==> config.mk <==
export PLATFORM = sky130hd
export DESIGN_NAME = pad_out_sequencer_flat
export DESIGN_NICKNAME = d
export VERILOG_FILES = /design/src/rtl/pad_out_seq_pkg.sv /design/src/rtl/pad_out_seq_if.sv /design/src/rtl/pad_out_seq_timer.sv /design/src/rtl/pad_out_sequencer.sv /design/src/flat_wrapper.sv
export SDC_FILE = /design/constraint.sdc
export NUM_CORES = 1
export LEC_CHECK = 0
export BUFFER_PORTS_ARGS = -buffer_cell sky130_fd_sc_hd__buf_2
export CORE_MARGIN = 2
export CORE_UTILIZATION = 34
export CTS_BUF_LIST = sky130_fd_sc_hd__clkbuf_4 sky130_fd_sc_hd__clkbuf_8
export DETAILED_ROUTE_END_ITERATION = 6
export REMOVE_ABC_BUFFERS = 1
export SETUP_SLACK_MARGIN = 0.15
export SYNTH_ARGS = -nofsm -noshare
export SYNTH_HDL_FRONTEND = slang
export SYNTH_HIERARCHICAL = 1
export SYNTH_SLANG_ARGS = --single-unit
export TNS_END_PERCENT = 1
==> constraint.sdc <==
create_clock -name clk_i -period 4.3 [get_ports clk_i]
set_input_delay 0.215 -clock clk_i [delete_from_list [all_inputs] [get_ports clk_i]]
set_output_delay 0.215 -clock clk_i [all_outputs]
set_load 0.02 [all_outputs]
==> src/rtl/pad_out_seq_pkg.sv <==
// pad_out_seq_pkg: shared types for the pad output sequencer.
//   pad_out_mode_e  - requested drive mode carried on the configuration interface
//   pad_out_state_e - sequencer FSM state
//   attr_width()    - rounds a zero attribute width up to one bit
package pad_out_seq_pkg;
  typedef enum logic [1:0] {
    MODE_OFF   = 2'd0,
    MODE_LEVEL = 2'd1,
    MODE_CLOCK = 2'd2,
    MODE_BURST = 2'd3
  } pad_out_mode_e;
  typedef enum logic [1:0] {
    ST_IDLE,
    ST_LEVEL,
    ST_CLOCK,
    ST_BURST
  } pad_out_state_e;
  function automatic int attr_width(input int w);
    return (w == 0) ? 1 : w;
  endfunction
endpackage

==> src/rtl/pad_out_seq_if.sv <==
// pad_out_seq_if: configuration handshake bundle for pad_out_sequencer.
//   cfg_valid_i/cfg_ready_o - request/accept handshake
//   cfg_mode_i, cfg_level_i, cfg_div_i, cfg_count_i, cfg_attr_i - captured on accept
//   master: configuration source; slave: the sequencer
interface pad_out_seq_if #(
  parameter int CNT_WIDTH = 16,
  parameter int ATTR_W    = 16
);
  import pad_out_seq_pkg::*;
  logic                 cfg_valid_i;
  logic                 cfg_ready_o;
  pad_out_mode_e        cfg_mode_i;
  logic                 cfg_level_i;
  logic [CNT_WIDTH-1:0] cfg_div_i;
  logic [CNT_WIDTH-1:0] cfg_count_i;
  logic [ATTR_W-1:0]    cfg_attr_i;
  modport master (
    output cfg_valid_i, cfg_mode_i, cfg_level_i, cfg_div_i, cfg_count_i, cfg_attr_i,
    input  cfg_ready_o
  );
  modport slave (
    input  cfg_valid_i, cfg_mode_i, cfg_level_i, cfg_div_i, cfg_count_i, cfg_attr_i,
    output cfg_ready_o
  );
endinterface

==> src/rtl/pad_out_seq_timer.sv <==
// pad_out_seq_timer: loadable saturating down-counter with expiry flags.
//   clk_i, rst_ni - clock, async active-low reset (count cleared)
//   load_i, load_val_i - load has priority over decrement
//   dec_i - decrement by one; holds at zero instead of wrapping
//   expired_o - count is zero; last_o - count is one (expires on next decrement)
module pad_out_seq_timer #(
  parameter int CNT_WIDTH = 16
) (
  input  logic                 clk_i,
  input  logic                 rst_ni,
  input  logic                 load_i,
  input  logic [CNT_WIDTH-1:0] load_val_i,
  input  logic                 dec_i,
  output logic                 expired_o,
  output logic                 last_o
);
  logic [CNT_WIDTH-1:0] cnt_q;
  assign expired_o = cnt_q == '0;
  assign last_o    = cnt_q == CNT_WIDTH'(1);
  always_ff @(posedge clk_i or negedge rst_ni)
    if (!rst_ni) cnt_q <= '0;
    else if (load_i) cnt_q <= load_val_i;
    else if (dec_i && !expired_o) cnt_q <= cnt_q - CNT_WIDTH'(1);
endmodule

==> src/rtl/pad_out_sequencer.sv <==
// pad_out_sequencer: drives an output pad cell as off, static level, free clock or counted burst.
//   clk_i, rst_ni      - clock, async active-low reset
//   cfg                - configuration handshake (pad_out_seq_if.slave)
//   pad_in_o, pad_oe_o - registered value / output enable toward the pad cell
//   pad_attributes_o   - registered pad attributes from the last accepted configuration
//   busy_o             - in CLOCK or BURST; done_o - one-cycle pulse at burst completion
module pad_out_sequencer
  import pad_out_seq_pkg::*;
#(
  parameter int PADATTR   = 16,
  parameter int CNT_WIDTH = 16,
  localparam int PADATTR_RND = attr_width(PADATTR)
) (
  input  logic                   clk_i,
  input  logic                   rst_ni,
  pad_out_seq_if.slave           cfg,
  output logic                   pad_in_o,
  output logic                   pad_oe_o,
  output logic [PADATTR_RND-1:0] pad_attributes_o,
  output logic                   busy_o,
  output logic                   done_o
);
  pad_out_state_e       state_q, state_d;
  logic                 level_q, level_d;
  logic [CNT_WIDTH-1:0] div_q, div_d;
  logic [PADATTR_RND-1:0] attr_d;
  logic pad_d, oe_d, done_d, ready, accept, burst_empty;
  logic half_exp, half_last, pulse_exp, pulse_last;
  assign busy_o      = state_q == ST_CLOCK || state_q == ST_BURST;
  // Gating with rst_ni keeps ready low while reset is held, even though state reads IDLE.
  assign ready       = rst_ni && (state_q == ST_IDLE || state_q == ST_LEVEL ||
                       (state_q == ST_CLOCK && !pad_in_o && half_exp));
  assign cfg.cfg_ready_o = ready;
  assign accept      = cfg.cfg_valid_i && ready;
  assign burst_empty = cfg.cfg_count_i == '0;
  // Half-period timer: reloads on every expiry so each phase lasts div+1 cycles without wrap.
  pad_out_seq_timer #(.CNT_WIDTH(CNT_WIDTH)) u_half (
    .clk_i      (clk_i),
    .rst_ni     (rst_ni),
    .load_i     (accept || (busy_o && half_exp)),
    .load_val_i (accept ? cfg.cfg_div_i : div_q),
    .dec_i      (busy_o),
    .expired_o  (half_exp),
    .last_o     (half_last)
  );
  // Pulse timer: counts remaining pulses, decremented at the end of each high phase.
  pad_out_seq_timer #(.CNT_WIDTH(CNT_WIDTH)) u_pulse (
    .clk_i      (clk_i),
    .rst_ni     (rst_ni),
    .load_i     (accept),
    .load_val_i (cfg.cfg_count_i),
    .dec_i      (state_q == ST_BURST && pad_in_o && half_exp),
    .expired_o  (pulse_exp),
    .last_o     (pulse_last)
  );
  always_comb begin
    state_d = state_q;
    pad_d   = pad_in_o;
    oe_d    = pad_oe_o;
    attr_d  = pad_attributes_o;
    level_d = level_q;
    div_d   = div_q;
    done_d  = 1'b0;
    if (accept) begin
      level_d = cfg.cfg_level_i;
      div_d   = cfg.cfg_div_i;
      attr_d  = cfg.cfg_attr_i;
      oe_d    = cfg.cfg_mode_i != MODE_OFF;
      case (cfg.cfg_mode_i)
        MODE_OFF:   begin state_d = ST_IDLE;  pad_d = 1'b0; end
        MODE_LEVEL: begin state_d = ST_LEVEL; pad_d = cfg.cfg_level_i; end
        MODE_CLOCK: begin state_d = ST_CLOCK; pad_d = 1'b1; end
        default: begin
          state_d = burst_empty ? ST_LEVEL : ST_BURST;
          pad_d   = burst_empty ? cfg.cfg_level_i : 1'b1;
          done_d  = burst_empty;
        end
      endcase
    end else if (state_q == ST_CLOCK) begin
      pad_d = pad_in_o ^ half_exp;
    end else if (state_q == ST_BURST) begin
      pad_d   = pad_in_o ? !half_exp : (half_exp && (pulse_exp ? level_q : 1'b1));
      state_d = (!pad_in_o && half_exp && pulse_exp) ? ST_LEVEL : ST_BURST;
      // done_o must be high during the final low cycle, so it is armed one cycle ahead.
      done_d  = pad_in_o ? (half_exp && div_q == '0 && pulse_last) : (half_last && pulse_exp);
    end
  end
  always_ff @(posedge clk_i or negedge rst_ni)
    if (!rst_ni) begin
      state_q          <= ST_IDLE;
      pad_in_o         <= 1'b0;
      pad_oe_o         <= 1'b0;
      pad_attributes_o <= '0;
      done_o           <= 1'b0;
      level_q          <= 1'b0;
      div_q            <= '0;
    end else begin
      state_q          <= state_d;
      pad_in_o         <= pad_d;
      pad_oe_o         <= oe_d;
      pad_attributes_o <= attr_d;
      done_o           <= done_d;
      level_q          <= level_d;
      div_q            <= div_d;
    end
endmodule
==> src/flat_wrapper.sv <==
// flat-port wrapper written by rule: the top's interface ports become plain ports
module pad_out_sequencer_flat import pad_out_seq_pkg::*;
#(
  parameter int PADATTR   = 16,
  parameter int CNT_WIDTH = 16,
  localparam int PADATTR_RND = attr_width(PADATTR)
)
  (clk_i, rst_ni, pad_in_o, pad_oe_o, pad_attributes_o, busy_o, done_o, cfg_cfg_valid_i, cfg_cfg_mode_i, cfg_cfg_level_i, cfg_cfg_div_i, cfg_cfg_count_i, cfg_cfg_attr_i, cfg_cfg_ready_o);
  pad_out_seq_if #(.CNT_WIDTH(CNT_WIDTH)) cfg_i ();
  input  logic clk_i;
  input  logic rst_ni;
  output logic pad_in_o;
  output logic pad_oe_o;
  output logic [PADATTR_RND-1:0] pad_attributes_o;
  output logic busy_o;
  output logic done_o;
  input wire logic [$bits(cfg_i.cfg_valid_i)-1:0] cfg_cfg_valid_i;
  input wire logic [$bits(cfg_i.cfg_mode_i)-1:0] cfg_cfg_mode_i;
  input wire logic [$bits(cfg_i.cfg_level_i)-1:0] cfg_cfg_level_i;
  input wire logic [$bits(cfg_i.cfg_div_i)-1:0] cfg_cfg_div_i;
  input wire logic [$bits(cfg_i.cfg_count_i)-1:0] cfg_cfg_count_i;
  input wire logic [$bits(cfg_i.cfg_attr_i)-1:0] cfg_cfg_attr_i;
  output wire logic [$bits(cfg_i.cfg_ready_o)-1:0] cfg_cfg_ready_o;
  assign cfg_i.cfg_valid_i = cfg_cfg_valid_i;
  assign cfg_i.cfg_mode_i = cfg_cfg_mode_i;
  assign cfg_i.cfg_level_i = cfg_cfg_level_i;
  assign cfg_i.cfg_div_i = cfg_cfg_div_i;
  assign cfg_i.cfg_count_i = cfg_cfg_count_i;
  assign cfg_i.cfg_attr_i = cfg_cfg_attr_i;
  assign cfg_cfg_ready_o = cfg_i.cfg_ready_o;
  pad_out_sequencer #(.PADATTR(PADATTR), .CNT_WIDTH(CNT_WIDTH)) u_core (.clk_i(clk_i), .rst_ni(rst_ni), .cfg(cfg_i), .pad_in_o(pad_in_o), .pad_oe_o(pad_oe_o), .pad_attributes_o(pad_attributes_o), .busy_o(busy_o), .done_o(done_o));
endmodule
Yosys cells after proc, flatten, opt, wreduce, memory -nomap -nowiden
Cells that the tools add are included.
- add/subtract/negate cells: 2
- equal/unequal tests: 8
- muxes and demuxes: 23
- bitwise operators: 1
- reduce and logical (&&, ||, !) cells: 35
- operator list (cell ; count):
    16-bit 2-to-1 mux ; 5
    16-bit zero test ; 4
    16-bit by 1-bit == test with 1-bit output (second input constant) ; 2
    16-bit by 1-bit subtractor with 16-bit output (second input constant) ; 2
    1-bit logical AND ; 15
    1-bit 2-to-1 mux ; 11
    2-bit 2-to-1 mux ; 5
    2-bit nonzero test ; 4
    2-bit == test (second input constant) ; 3
    2-bit one-hot mux with 3 select lines ; 1
    2-bit by 1-bit == test with 1-bit output (second input constant) ; 2
    2-bit zero test ; 2
    1-bit logical OR ; 4
    1-bit zero test ; 3
    1-bit one-hot mux with 3 select lines ; 1
    3-bit nonzero test ; 1
    3-bit OR reduction ; 1
    2-bit by 1-bit inequality test with 1-bit output (second input constant) ; 1
    2-bit AND reduction ; 1
    1-bit bitwise XOR ; 1
- bits in registers: 70
- input bits: 54
- logic and storage cells: 78

Longest topological paths before layout
Gate-level depths: netlist of run 1.
- depth after elaboration: 8
- depth in mapped cells: 15

Hierarchy
Netlist of run 1, hierarchy kept.
- modules (own cells, without submodules) (module ; instances ; cells each ; area each (µm²)):
    pad_out_seq_timer ; 2 ; 128 ; 1123.6
    pad_out_sequencer ; 1 ; 193 ; 1636.6

Worst setup path before layout of run 1
No wires, ideal clock.
- kind: register to register
- start point: reg u_core.u_half.cnt_q[0]
- end point: reg u_core.u_pulse.cnt_q[0]
- library setup time: 0.132 ns
- arrival: 2.944 ns
- data required time: 4.168 ns
- path slack: 1.225 ns
- cell stages (with the launch flop): 15
- path buffers: 3
- clock period less this slack: 3.075 ns
- path through: dfrtp_1 > inv_1 > ha_1 > nor2b_1 > nand3_1 > nor2_1 > nor3b_2 > o211ai_2 > inv_2 > buf_4 > clkbuf_1 > clkbuf_1 > nor2_1 > a22oi_1 > nand3_1
- cells in the longest elaborated chain, start to end: 6
- elaborated cells between the ends (all ways): 9
- classes of those cells: mux: 1; reduce/logical: 8
- ends and longest elaborated chain (item ; RTL line ; text):
    from (decl) ; pad_out_seq_timer.sv:17 ; logic [CNT_WIDTH-1:0] cnt_q;
    from (signal assigned) ; pad_out_seq_timer.sv:22 ; else if (load_i) cnt_q <= load_val_i;
    from (signal assigned) ; pad_out_seq_timer.sv:23 ; else if (dec_i && !expired_o) cnt_q <= cnt_q - CNT_WIDTH'(1);
    16-bit zero test * ; pad_out_seq_timer.sv:18 ; assign expired_o = cnt_q == '0;
    net u_core.half_exp ; pad_out_sequencer.sv:28 ; logic half_exp, half_last, pulse_exp, pulse_last;
    1-bit logical AND * ; pad_out_sequencer.sv:32 ; (state_q == ST_CLOCK && !pad_in_o && half_exp));
    1-bit logical OR * ; pad_out_sequencer.sv:31 ; assign ready = rst_ni && (state_q == ST_IDLE || state_q == ST_LEVEL ||
    1-bit logical AND * ; pad_out_sequencer.sv:31 ;
    1-bit logical AND * ; pad_out_sequencer.sv:34 ; assign accept = cfg.cfg_valid_i && ready;
    net u_core.accept ; pad_out_sequencer.sv:27 ; logic pad_d, oe_d, done_d, ready, accept, burst_empty;
    16-bit 2-to-1 mux or 2-bit nonzero test (tied branches) ; n/a ;
    to (signal assigned) ; pad_out_seq_timer.sv:22 ;
    to (signal assigned) ; pad_out_seq_timer.sv:23 ;
    to (decl) ; pad_out_seq_timer.sv:17 ;
The timed path passes the listed nets; every way through them passes the cells marked *.
A chain may end at the register's enable or synchronous reset.

Worst setup path after layout of run 1
- start point: reg u_core.u_half.cnt_q[6]
- end point: reg u_core.u_pulse.cnt_q[13]
- cells in the longest elaborated chain, start to end: 6
- elaborated cells between the ends (all ways): 9
- classes of those cells: mux: 1; reduce/logical: 8
- ends and longest elaborated chain (item ; RTL line):
    16-bit zero test * ; pad_out_seq_timer.sv:18
    net u_core.half_exp ; pad_out_sequencer.sv:28
    1-bit logical AND ; pad_out_sequencer.sv:32
    1-bit logical OR ; pad_out_sequencer.sv:31
    1-bit logical AND ; pad_out_sequencer.sv:31
    1-bit logical AND ; pad_out_sequencer.sv:34
    16-bit 2-to-1 mux or 2-bit nonzero test (tied branches) ; n/a
Marks and branches as above.

==> qor_table.md, run 1 <==
| Item | Reported | Unit |
|---|---|---|
| Leakage Power | 2.04 | nW |
| Fraction of layout instances using a drive strength above 1 | 0.232 | - |
| Grt ovf | 0 | - |
| Worst slew slack as a fraction of its limit | 0.392 | - |
| Cells resized by post-CTS repair | 0 | - |
| Start point of the critical path | u_core/u_half/cnt_q[6]$_DFFE_PN0P_ | - |
| Critical path's largest stage delay | 640 | ps |
| Crit path kind | reg2reg | - |
| Initial drt markers | 209 | - |
| Drt via density | 5.47 | - |
| Post-Syn Area | 0.00388 | mm2 |
| Hold Crit Class | in2reg | - |
| Post-synth EDFFs | 0 | - |
| Floorplan die width | 111 | um |
| Number of slew-limit violations in the final report | 0 | - |
| Result of the run | finished, final reports clean | - |
| Critical hold path startpoint | cfg_cfg_attr_i[3] | - |
| Launch instance of the worst register-to-register path | u_core/u_half/cnt_q[6]$_DFFE_PN0P_ | - |
| Total wire length | 10.6 | mm |
| Final Non-Filler Cells | 669 | - |
| Clock network latency to the later pin of the worst-skew pair | 350 | ps |
| Synth warnings | 6 | - |
| Highest clock rate | 270 | MHz |
| Post-detailed-route wirelength per cell | 15.8 | um |
| Synth Instances | 449 | - |
| Area of the die | 0.0123 | mm2 |
| Detailed-router iteration count before antenna repair | 5 | - |
| Number of antenna violations at the first check in global routing | 0 | - |
| Clock transition at the register clock pins on the worst setup and hold paths after CTS | 80 | ps |
| Slowest CP cell | sky130_fd_sc_hd__or4b_1 | - |
| Syn avg cell area | 8.65 | um2 |
| Detailed placement HPWL | 7.57 | mm |
| Final count of hold timing violations | 0 | - |
| Total of max-cap violations | 0 | - |
| Global-route wire length before repair | 17.7 | mm |
| Shortest clock period the worst path allows after layout | 3700 | ps |
| Number of diodes | 0 | - |
| Number of buffers created by CTS | 9 | - |
| Total power consumption of the routed design | 0.00270 | W |
| Post-synthesis register bit count | 70 | - |
| Data arrival time of the critical path | 3970 | ps |
| Setup violators final | 0 | - |
| Post-synthesis sequential area ratio | 0.451 | - |
| Max Clock Skew | 15.9 | ps |
| Synth Flop Type | sky130_fd_sc_hd__dfrtp_1 | - |
| Total power divided by cell area | 589 | mW/mm2 |
| Root buf cell | sky130_fd_sc_hd__clkbuf_8 | - |
| Initial core utilization | 0.345 | - |
| Die height | 111 | um |
| CP required | 4570 | ps |
| Final estimated routing congestion in global placement | 0.844 | - |
| Htree depth | 3 | - |
| Maximum fanout encountered on the critical timing path | 8 | - |
| Number of vias in the routed layout | 3661 | - |
| Number of instances in the placed design | 653 | - |
| Final cycle utilization of the critical path | 0.861 | - |
| Kind of start point of the critical path | flip-flop | - |
| Cts hold-fix bufs | 0 | - |
| Peak supply drop | 0.000243 | V |
| Vias in the first global route | 3487 | - |
| Remaining design rule violation count | 0 | - |
| Cell breakdown of the critical path | nor4_2 -> nand2_1 -> nor2_1 -> nand2_1 -> nor2_1 -> or4b_1 -> nor4_2 -> nand3_1 -> a31oi_1 | - |
| GRT Util Overall | 0.177 | - |
| Delay-heaviest family, CP | simple AND/OR/NAND/NOR gates | - |
| Number of buffer and inverter stages on the critical path | 0 | - |
| Slew of the pin with the lowest slew margin | 911 | ps |
| Largest net degree at the start of global routing | 72 | - |
| Final core utilization | 0.406 | - |
| Net count reported at finish | 580 | - |
| Total clock sinks | 70 | - |
| Post-CTS setup-driven buffer insertion count | 0 | - |
| TritonCTS clock tree | done | - |
| Count of different cell masters after synthesis | 52 | - |
| CP Capture Type | flip-flop | - |
| Placement Rows | 39 | - |
| Largest buffer count on any clock path | 2 | - |
| Core area | 0.0113 | mm2 |
| Post-synthesis async set-or-reset flop share | 1.00 | - |
| RSZ-0062 raised after global routing | false | - |
| Num ports | 75 | - |
| Setup TNS | 0 | ps |
| Syn-to-layout area delta | 17.9 | % |
| Count of buffers from port buffering | 74 | - |
| Final antenna-violating net count | 0 | - |
path summary, 6_finish.rpt:
kind	to	slack, ps	cells after the start
setup reg to reg	u_core/u_pulse/cnt_q[13]$_DFFE_PN0P_	600	9
min in group asynchronous	u_core/pad_oe_o$_DFFE_PN0P_	180	2
hold reg to reg	u_core/pad_attributes_o[9]$_DFFE_PN0P_	470	2
max in group asynchronous	u_core/u_pulse/cnt_q[2]$_DFFE_PN0P_	3540	2
hold / removal	u_core/pad_attributes_o[3]$_DFFE_PN0P_	50	3
setup / recovery	u_core/u_pulse/cnt_q[13]$_DFFE_PN0P_	600	9
worst min-delay path, delay by kind of cell:
kind | cells | cell delay [ps]
simple gates | 2 | 80
buf+inv | 1 | 70
routing by layer:
| metal | share of wire | vias up | GRT usage |
|---|---|---|---|
| met5 | 0 | - | 0 |
| met4 | 0.014 | 0 | 0.0567 |
| met3 | 0.066 | 13 | 0.0421 |
| met2 | 0.45 | 142 | 0.273 |
| li1 | - | 1766 | - |
| met1 | 0.47 | 1740 | 0.246 |
placed cells by master, fill, tap and decap left out, types with 6 or more instances in the layout:
| cell type | synthesis | layout |
|---|---|---|
| sky130_fd_sc_hd__o21ai_1 | 8 | 8 |
| sky130_fd_sc_hd__clkbuf_8 | 0 | 10 |
| sky130_fd_sc_hd__o21ai_0 | 9 | 9 |
| sky130_fd_sc_hd__nor4_1 | 12 | 12 |
| sky130_fd_sc_hd__or3_1 | 7 | 7 |
| sky130_fd_sc_hd__o41ai_1 | 6 | 6 |
| sky130_fd_sc_hd__nand3_1 | 16 | 16 |
| sky130_fd_sc_hd__dfrtp_1 | 70 | 70 |
| sky130_fd_sc_hd__nor3_1 | 11 | 11 |
| sky130_fd_sc_hd__nand2_1 | 130 | 130 |
| sky130_fd_sc_hd__a21oi_1 | 14 | 14 |
| sky130_fd_sc_hd__nand4_1 | 9 | 9 |
| sky130_fd_sc_hd__buf_2 | 6 | 74 |
| sky130_fd_sc_hd__buf_4 | 3 | 7 |
| sky130_fd_sc_hd__inv_1 | 12 | 12 |
| sky130_fd_sc_hd__nor2_1 | 27 | 27 |
| sky130_fd_sc_hd__nor4_2 | 8 | 8 |
report_power, final:
part           leakage (nW)  internal, W  switching, W  total (W)
registers             0.850     0.000920      0.000280    0.00120
clock network        0.0849     0.000227      0.000272   0.000498
logic                  1.11     0.000388      0.000610   0.000999
area by class of cell:
type                    instances  area, um2
clock buffers                  10        138
clock inverters                 6       45.0
fillers                      1126       6690
inverters                      13       48.8
multi-input cells             346       2000
flip-flops and latches         70       1750
well taps                     143        179
repair buffers                 81        423
kinds of logic (layout without fill, tap and decap cells):
group                      count (synthesis)  count (layout)  share of synthesized area
and+or+nand+nor                          253             253                      0.327
AOI/OAI and AO/OA                         84              84                      0.158
DFF                                       70              70                      0.451
buffers and inverters                     33             110                     0.0374
adders and majority gates                  5               5                     0.0161
muxes                                      4               4                     0.0103
stage by stage:
step / instance area (um2) / hold slack [ps] / setup WS, ps
floorplan: 3790 / -80.6 / 470
global placement: 4400 / 405 / 862
detailed placement: 4400 / 410 / 725
CTS: 4580 / 28.1 / 683
global route: 4580 / 39.9 / 398
finish: 4580 / 46.5 / 599
sequential cells by signal (all words and copies together), names as in the netlist:
register and cells:
u_core/div_q 16, u_core/level_q 1, u_core/u_half/cnt_q 16, u_core/state_q 2, u_core/u_pulse/cnt_q 16, u_core/pad_attributes_o 16
u_core/pad_in_o 1, u_core/done_o 1, u_core/pad_oe_o 1
synthesized netlist by cell type, types with 5 or more instances:
library cell	n	area (um2)
sky130_fd_sc_hd__clkbuf_1	9	33.8
sky130_fd_sc_hd__o21ai_1	8	40.0
sky130_fd_sc_hd__o21ai_0	9	45.0
sky130_fd_sc_hd__a21oi_1	14	70.1
sky130_fd_sc_hd__or3_1	7	43.8
sky130_fd_sc_hd__o41ai_1	6	52.6
sky130_fd_sc_hd__nand2_1	130	488
sky130_fd_sc_hd__nor3_1	11	55.1
sky130_fd_sc_hd__nand4_1	9	56.3
sky130_fd_sc_hd__ha_1	5	62.6
sky130_fd_sc_hd__dfrtp_1	70	1750
sky130_fd_sc_hd__nor4_2	8	100
sky130_fd_sc_hd__nor4_1	12	75.1
sky130_fd_sc_hd__nor2b_1	5	31.3
sky130_fd_sc_hd__buf_2	6	30.0
sky130_fd_sc_hd__nand3_1	16	80.1
sky130_fd_sc_hd__nor2_1	27	101
sky130_fd_sc_hd__inv_1	12	45.0
No activity file was read; power rests on OpenSTA's default activity.
==> inputs of run 2 (changes only) <==
--- a/config.mk
+++ b/config.mk
@@ -7,9 +7,10 @@
 export LEC_CHECK = 0
 export BUFFER_PORTS_ARGS = -buffer_cell sky130_fd_sc_hd__buf_2
 export CORE_MARGIN = 2
-export CORE_UTILIZATION = 34
+export CORE_UTILIZATION = 57
 export CTS_BUF_LIST = sky130_fd_sc_hd__clkbuf_4 sky130_fd_sc_hd__clkbuf_8
 export DETAILED_ROUTE_END_ITERATION = 6
+export PLACE_DENSITY = 0.82
 export REMOVE_ABC_BUFFERS = 1
 export SETUP_SLACK_MARGIN = 0.15
 export SYNTH_ARGS = -nofsm -noshare
==> constraint.sdc (replaced) <==
create_clock -name clk_i -period 3.6 [get_ports clk_i]
set_input_delay 0.18 -clock clk_i [delete_from_list [all_inputs] [get_ports clk_i]]
set_output_delay 0.18 -clock clk_i [all_outputs]
set_load 0.02 [all_outputs]
==> run 2 against run 1 <==
Sequential share of layout area is essentially flat. Global-route usage increased by 10 points. Final cell count fell by 8.2%. Power is 21% higher. Clock-buffer cell count did not move. Combinational power increased by 23%. Via count up 2.6%. Fmax grew 17%. Largest cell class unchanged.
==> qor_table.md, run 2 (synthesis gave the netlist of run 1 again) <==
| Item | Reported | Unit |
|---|---|---|
| Crit path kind | reg2reg | - |
| Net count reported at finish | 589 | - |
| Initial drt markers | 419 | - |
| Worst slew slack as a fraction of its limit | 0.407 | - |
| Start point of the critical path | u_core/u_half/cnt_q[0]$_DFFE_PN0P_ | - |
| Number of buffers created by CTS | 9 | - |
| Leakage Power | 2.08 | nW |
| Shortest clock period the worst path allows after layout | 3160 | ps |
| Detailed-router iteration count before antenna repair | 6 | - |
| Drt via density | 6.12 | - |
| Depth of the most critical reg-to-reg path | 11 | - |
| Remaining design rule violation count | 0 | - |
| Placement Rows | 30 | - |
| Number of diodes | 0 | - |
| Max Clock Skew | 10.5 | ps |
| TritonCTS clock tree | done | - |
| Clock network latency to the later pin of the worst-skew pair | 350 | ps |
| Number of instances in the placed design | 594 | - |
| Most common library cell in the layout ignoring fill and taps | sky130_fd_sc_hd__nand2_1 | - |
| Total power consumption of the routed design | 0.00325 | W |
| Core area | 0.00668 | mm2 |
| Die height | 86.5 | um |
| Post-detailed-route wirelength per cell | 16.9 | um |
| Initial core utilization | 0.581 | - |
| Number of antenna violations at the first check in global routing | 0 | - |
| Final cycle utilization of the critical path | 0.878 | - |
| Root buf cell | sky130_fd_sc_hd__clkbuf_8 | - |
| Area of the die | 0.00749 | mm2 |
| Critical Path Sink | u_core/u_pulse/cnt_q[4]$_DFFE_PN0P_ | - |
| Largest buffer count on any clock path | 2 | - |
| CP required | 3850 | ps |
| Total of max-cap violations | 0 | - |
| Worst R2R Setup Slack | 440 | ps |
| Number of slew-limit violations in the final report | 0 | - |
| Kind of start point of the critical path | flip-flop | - |
| Fraction of layout instances using a drive strength above 1 | 0.236 | - |
| Highest-count cells in the layout ignoring fill and taps | sky130_fd_sc_hd__nand2_1 (130), sky130_fd_sc_hd__buf_2 (74), sky130_fd_sc_hd__dfrtp_1 (70) | - |
| Area of all sequential standard cells | 0.00175 | mm2 |
| Detailed placement HPWL | 7.39 | mm |
| Total clock sinks | 70 | - |
| Number of vias in the routed layout | 3758 | - |
| Setup violators final | 0 | - |
| Maximum fanout encountered on the critical timing path | 16 | - |
| Floorplan die width | 86.5 | um |
| Final antenna-violating net count | 0 | - |
| RSZ-0062 raised after global routing | false | - |
| Final Non-Filler Cells | 614 | - |
| Grt ovf | 0 | - |
| Count of buffers from port buffering | 74 | - |
| Highest clock rate | 316 | MHz |
| Clock transition at the register clock pins on the worst setup and hold paths after CTS | 80 | ps |
| Fill cell total of the finished layout | 554 | - |
| GRT Util Overall | 0.281 | - |
| Total wire length | 10.4 | mm |
| Largest net degree at the start of global routing | 72 | - |
| Num ports | 75 | - |
| Multi-input gate area in the final layout | 0.00199 | mm2 |
| CP Capture Type | flip-flop | - |
| Vias in the first global route | 3435 | - |
| Result of the run | finished, final reports clean | - |
| Total power divided by cell area | 711 | mW/mm2 |
| Slew of the pin with the lowest slew margin | 889 | ps |
| Global-route wire length before repair | 16.4 | mm |
| Reg2Reg Capture Point | u_core/u_pulse/cnt_q[4]$_DFFE_PN0P_ | - |
| Hold Crit Class | in2reg | - |
| Final estimated routing congestion in global placement | 0.963 | - |
| Peak supply drop | 0.000414 | V |
| Launch instance of the worst register-to-register path | u_core/u_half/cnt_q[0]$_DFFE_PN0P_ | - |
| Htree depth | 3 | - |
| Data arrival time of the critical path | 3410 | ps |
| Syn-to-layout area delta | 17.9 | % |
| Final count of hold timing violations | 0 | - |
==> run 2: cell count changes in the layout (fill, tap and decap cells not counted), sizes merged <==
cell         before  now
inv              14   13
buf              81   85
dlygate4sd3       0    5
==> run 2: critical path, cell delays in order, from the launching register on <==
cell and delay, ps:
sky130_fd_sc_hd__dfrtp_1 420, sky130_fd_sc_hd__inv_1 120, sky130_fd_sc_hd__ha_1 200, sky130_fd_sc_hd__nor2b_1 230, sky130_fd_sc_hd__nand3_1 260, sky130_fd_sc_hd__nor2_2 250
sky130_fd_sc_hd__nor3b_2 260, sky130_fd_sc_hd__o211ai_2 250, sky130_fd_sc_hd__inv_2 320, sky130_fd_sc_hd__inv_1 260, sky130_fd_sc_hd__a31o_2 290, sky130_fd_sc_hd__a41o_1 190
==> run 2: power breakdown <==
group          switching [W]  total, W  internal [W]
registers           0.000348   0.00145       0.00110
logic               0.000745   0.00123      0.000488
clock network       0.000309  0.000574      0.000264
total                0.00140   0.00325       0.00185
==> run 2: per-layer routing <==
metal / routed length (um) / track usage
met4: 183 / 0.101
met2: 4800 / 0.437
met5: 0 / 0
met3: 874 / 0.0581
met1: 4550 / 0.393
==> run 2: per-stage QoR <==
step           setup slack [ps]  cell area, um2   util  hold WS [ps]  TNS, ps
5_1_grt                     164            4580  0.685          13.9        0
2_1_floorplan              -230            3790      -          -116    -1700
6_report                    439            4580  0.685          14.5        0
4_1_cts                     412            4580  0.685          2.22        0
3_3_place_gp                583            4350  0.651           372        0
3_5_place_dp                428            4350  0.651           375        0
==> run 2: cell type report <==
type | instances | share of cell area
Multi-Input combinational cell | 346 | 0.434
Sequential cell | 70 | 0.383
Timing Repair Buffer | 90 | 0.113
Clock buffer | 10 | 0.0301
Tap cell | 80 | 0.0219
Inverter | 13 | 0.0107
Clock inverter | 5 | 0.00792
==> run 2: repair_timing <==
item / 4_1_cts / 5_1_grt
resized for setup: 0 / 1
setup buffers: 0 / 0
endpoints found under the hold margin: 5 / 0
endpoints found under the setup margin: 0 / 4
hold buffers: 5 / 0
==> run 2: how the worst min path moves through the flow <==
stage,cells after the start,end,from,slack [ps]
after CTS,3,u_core/pad_attributes_o[3]$_DFFE_PN0P_,cfg_cfg_attr_i[3],2
after global placement,3,u_core/pad_attributes_o[6]$_DFFE_PN0P_,cfg_cfg_attr_i[6],370
final,3,u_core/pad_attributes_o[3]$_DFFE_PN0P_,cfg_cfg_attr_i[3],10
after floorplan,0,u_core/div_q[0]$_DFF_PN0_,rst_ni,-120
after global routing,3,u_core/pad_attributes_o[9]$_DFFE_PN0P_,cfg_cfg_attr_i[9],10
after detailed placement,3,u_core/pad_attributes_o[12]$_DFFE_PN0P_,cfg_cfg_attr_i[12],370
